--- src/rtl/cdb_arbiter.sv ---
// CDB arbiter: round-robin selection among execution-unit results into a
// single registered CDB transaction (valid/ready toward the ROB).

package expipe_pkg;
    localparam int ROB_IDX_W = 5;
    localparam int XLEN      = 32;

    typedef struct packed {
        logic [ROB_IDX_W-1:0] rob_idx;
        logic [XLEN-1:0]      res_value;
        logic                 exc_valid;
        logic [4:0]           exc_cause;
    } cdb_data_t;
endpackage

module cdb_arbiter #(
    parameter int NUM_EU = 4
) (
    input  logic                              clk_i,
    input  logic                              rst_ni,
    input  logic                              flush_i,
    input  logic [NUM_EU-1:0]                 eu_valid_i,
    output logic [NUM_EU-1:0]                 eu_ready_o,
    input  expipe_pkg::cdb_data_t [NUM_EU-1:0] eu_data_i,
    output logic                              cdb_valid_o,
    input  logic                              cdb_ready_i,
    output expipe_pkg::cdb_data_t             cdb_data_o
);
    localparam int PW = $clog2(NUM_EU);
    localparam logic [PW:0]   NUM_EU_W = (PW+1)'(NUM_EU);
    localparam logic [PW-1:0] LAST_IDX = PW'(NUM_EU - 1);

    logic                  out_valid_q, out_valid_d;
    expipe_pkg::cdb_data_t out_data_q,  out_data_d;
    logic [PW-1:0]         rr_ptr_q,    rr_ptr_d;

    logic          out_free;
    logic          grant_valid;
    logic [PW-1:0] grant_idx;
    logic          accept;

    // Output register is free when empty or being drained this cycle.
    assign out_free = !out_valid_q || cdb_ready_i;

    // Round-robin scan starting at rr_ptr, wrapping modulo NUM_EU.
    always_comb begin
        logic [PW:0] sum;
        grant_valid = 1'b0;
        grant_idx   = '0;
        sum         = '0;
        for (int k = 0; k < NUM_EU; k++) begin
            sum = {1'b0, rr_ptr_q} + (PW+1)'(k);
            if (sum >= NUM_EU_W) sum = sum - NUM_EU_W;
            if (!grant_valid && eu_valid_i[sum[PW-1:0]]) begin
                grant_valid = 1'b1;
                grant_idx   = sum[PW-1:0];
            end
        end
    end

    // rst_ni gates acceptance so nothing is taken while reset is held.
    assign accept = grant_valid && out_free && !flush_i && rst_ni;

    // One-hot ready back to the granted unit.
    for (genvar i = 0; i < NUM_EU; i++) begin : g_ready
        assign eu_ready_o[i] = accept && (grant_idx == PW'(i));
    end

    // Next state: flush beats transfer-in, which beats drain.
    always_comb begin
        out_valid_d = out_valid_q;
        out_data_d  = out_data_q;
        rr_ptr_d    = rr_ptr_q;
        if (flush_i) begin
            out_valid_d = 1'b0;
        end else if (accept) begin
            out_valid_d = 1'b1;
            out_data_d  = eu_data_i[grant_idx];
            rr_ptr_d    = (grant_idx == LAST_IDX) ? '0 : grant_idx + 1'b1;
        end else if (out_valid_q && cdb_ready_i) begin
            out_valid_d = 1'b0;
        end
    end

    // State registers with asynchronous active-low reset.
    always_ff @(posedge clk_i or negedge rst_ni) begin
        if (!rst_ni) begin
            out_valid_q <= 1'b0;
            out_data_q  <= '0;
            rr_ptr_q    <= '0;
        end else begin
            out_valid_q <= out_valid_d;
            out_data_q  <= out_data_d;
            rr_ptr_q    <= rr_ptr_d;
        end
    end

    assign cdb_valid_o = out_valid_q;
    assign cdb_data_o  = out_data_q;

endmodule

--- config.mk ---
export PLATFORM = sky130hd
export DESIGN_NAME = cdb_arbiter
export DESIGN_NICKNAME = d
export VERILOG_FILES = /design/src/rtl/cdb_arbiter.sv
export SDC_FILE = /design/constraint.sdc
export NUM_CORES = 1
export LEC_CHECK = 0
export BUFFER_PORTS_ARGS = -buffer_cell sky130_fd_sc_hd__buf_2
export CAP_MARGIN = 40
export CORE_MARGIN = 1.5
export CORE_UTILIZATION = 40
export CTS_BUF_LIST = sky130_fd_sc_hd__clkbuf_8 sky130_fd_sc_hd__clkbuf_16
export CTS_CLUSTER_DIAMETER = 200
export DETAILED_ROUTE_END_ITERATION = 6
export GPL_ROUTABILITY_DRIVEN = 1
export MAX_ROUTING_LAYER = met4
export PLACE_DENSITY = 0.8
export SKIP_LAST_GASP = 1
export SLEW_MARGIN = 30
export SYNTH_ARGS = -nofsm -noshare
export SYNTH_HDL_FRONTEND = slang
export SYNTH_SLANG_ARGS = --single-unit
--- constraint.sdc ---
create_clock -name clk_i -period 3.5 [get_ports clk_i]
set_input_delay 0.175 -clock clk_i [delete_from_list [all_inputs] [get_ports clk_i]]
set_output_delay 0.175 -clock clk_i [all_outputs]
set_load 0.02 [all_outputs]
==> flow_summary_export.csv <==
group,metric,value,unit
timing,timing.final.crit_share,0.758,
timing,skew,0.00546,ns
yosys,synth.most_common_cell,"mux2i_1",
critical_path,cp-start-kind,"flip-flop",
status,status,"completed",
worst_hold_path,hp-class,"input pin to flip-flop",
route,drc,0,
yosys,yosysSeqAreaShare,0.375,
cts,post_cts_resized,0,
die,initial_core_util,0.419,
die,die_w,90.6,um
placement,place_inst,585,
cts,cts_buffers,5,
yosys,synth_edf_count,0,
grt,grt_pass1_vias,3022,
route,antenna_left,0,
route,first_iter_violations,64,
yosys,synthFlopType,"dfrtp_1",
finish,nets,678,
cts,post_cts_buffers,0,
placement,place.gp.congestion,0.828,
pwr,peakVddDrop,0.000275,V
finish,final_cells,594,
critical_path,crit_fanout,37,
grt,overflow,0,
grt,grt_pass1_wl,14.4,mm
yosys,yosysTopAreaCell,"dfrtp_1",
cts,cts_tree,"done",
grt,antenna_found_initial,0,
yosys,synth.top_cell.area_share,0.375,
grt,met3_usage,0.0522,
die,die_h,90.6,um
yosys,synth_warnings,0,
yosys,async_flop_share,1.00,
placement,hpwl,7.01,mm
die,num_rows,31,
die,dieArea,8210,um2
timing,drv_slew,0,
critical_path,crit_type,"flip-flop to output pin",
timing,slew-limit-headroom,0.579,
pwr,p_int,0.00146,W
timing,setup_viol,0,
critical_path,rrSetupSlack,1.09,ns
finish,antennaDiodeCount,0,
route,vias,3056,
grt,top_usage_layer,"met2",
timing,tightest_slew,0.628,ns
flow_run,drv_cap,0,
die,io-pin-count,228,
route,first_pass_iters,5,
pwr,combPwrFrac,0.531,
critical_path,worstPathCellList,"mux2_4 -> o221a_4 -> inv_6 -> buf_4 -> ha_1 -> and2_1 -> buf_2",
cts,path_clk_slew,0.08,ns
timing,tns,0,ns
pwr,p_per_area,566,nW/um2
cts,clockBufferDepth,2,
route,wl,8.92,mm
cts,htreeDepth,2,
timing,fin_crit,2.65,ns
cts,clock_latency,0.29,ns
grt,grt_usage,0.220,
critical_path,end_kind,"output pin",
timing,fmax,377,MHz
finish,area.growth.synth_to_final,41.5,%
pwr,swShare,0.405,
timing,fin_ws,0.846,ns
critical_path,crit_buf_inv,3,
critical_path,critPathMaxStageDelay,0.44,ns
yosys,ys_top_cells_by_count,"mux2i_1, dfrtp_1, a2bb2oi_1",
cts,clkSinkCount,46,
yosys,synth_area_per_cell,11.2,um2
yosys,syn_nets,458,
yosys,ys_types,31,
yosys,yosys-top-cells-area,"dfrtp_1, mux2i_1, a2bb2oi_1, o21ai_1, buf_12",
grt,grt_max_degree,44,
critical_path,required,3.32,ns
timing,final-hold-violation-count,0,
die,core,7330,um2
finish,nFillCells,638,
grt,use_met2,0.393,
critical_path,cp.arrival,2.48,ns
placement,post-place-ws,1.09,ns
critical_path,slowest_stage,"dfrtp_1",
pwr,p_seq_frac,0.338,
route,vias_per_cell,5.14,
yosys,syn-cell-area,3070,um2
yosys,synth_seq_cells,46,
timing,grt_setup_unrepaired,"false",
pwr,power.switching,0.000995,W
cts,ctsHoldBuffers,1,
cts,root_buffer,"clkbuf_8",
grt,met1_usage,0.248,
pwr,power.leakage,2.48,nW
pwr,p_clk_frac,0.131,
placement,portBuffers,227,
route,wl_per_cell,15.0,um
finish,drive_gt1_frac,0.501,
critical_path,cpLargestDelayFamily,"buffers and inverters",
yosys,netlist_instances,274,
## cells in the final DEF, fill, tap and decap left out, drive strengths merged
master	count
nor4	1
a2bb2oi	43
buf	234
ha	4
clkinv	1
clkbuf	6
o21bai	1
o221a	1
dlygate4sd3	1
mux2i	86
and2	4
o21ai	43
a21boi	1
a21oi	1
o211ai	1
mux2	1
or3b	1
nor4b	1
o21a	1
inv	6
nand2	4
dfrtp	46
nor3b	1
a22oi	1
nor2b	2
a21o	2
nand2b	1
## per-layer routing
layer / routed length (um) / share of wire
met5: 0 / 0
met4: 85 / 0.0095
met3: 663 / 0.074
met2: 4600 / 0.52
met1: 3580 / 0.40
## cell families (layout without fill, tap and decap cells)
kind of cell | count (synthesis) | count (layout) | share of synthesized area
adder cells (fa/ha/maj) | 4 | 4 | 0.0163
AND/OR/NAND/NOR | 15 | 15 | 0.0363
multiplexers | 87 | 87 | 0.285
AO/OA/AOI/OAI | 95 | 95 | 0.220
flip-flops | 46 | 46 | 0.375
buffers and inverters | 27 | 248 | 0.0676
## stage by stage
step | util | total power, W | cell area, um2 | hold slack (ns)
2_1_floorplan | - | 0.00178 | 3070 | -0.121
6_report | 0.593 | 0.00246 | 4340 | 0.152
3_5_place_dp | 0.579 | 0.00215 | 4240 | 0.124
4_1_cts | 0.593 | 0.00249 | 4340 | 0.138
3_3_place_gp | 0.575 | 0.00211 | 4220 | 0.119
5_1_grt | 0.593 | 0.00263 | 4340 | 0.141
## state kept, by name, summed over array words and instances, names as in the netlist
register     cells
cdb_valid_o      1
cdb_data_o      43
rr_ptr_q         2
## worst reg2reg max path: stages, from the launching register on
cell,delay [ns]
dfrtp_1,0.44
mux2_4,0.32
o221a_4,0.29
inv_6,0.34
buf_4,0.35
mux2i_1,0.23
a2bb2oi_1,0.17
o21ai_0,0.12
## worst paths after layout
path / startpoint / to / cells past startpoint
worst max register to register: rr_ptr_q[1] / cdb_data_o[16] / 7
worst min-delay path: eu_data_i[51] / cdb_data_o[8] / 3
worst min register to register: cdb_data_o[1] / cdb_data_o[1] / 2
max in group asynchronous: rst_ni / cdb_data_o[19] / 3
min in group asynchronous: rst_ni / cdb_data_o[3] / 2
worst max-delay path: rr_ptr_q[1] / eu_ready_o[0] / 7
## power groups by stage
stage | combinational [W] | clock [W] | sequential (W)
6_report | 0.00131 | 0.000323 | 0.000830
3_5_place_dp | 0.00132 | 0 | 0.000838
2_1_floorplan | 0.000725 | 0 | 0.00106
5_1_grt | 0.00141 | 0.000368 | 0.000854
3_3_place_gp | 0.00128 | 0 | 0.000827
4_1_cts | 0.00132 | 0.000341 | 0.000827
## layout make-up
type / count / area (um2) / share of cell area
clock buffer: 6 / 82.6 / 0.0190
clock inverter: 2 / 8.76 / 0.00202
inverter: 5 / 23.8 / 0.00547
multi-input combinational: 201 / 1720 / 0.397
sequential: 46 / 1150 / 0.265
tap: 99 / 124 / 0.0285
timing repair buffer: 235 / 1230 / 0.283
(Power assumes the default switching activity.)
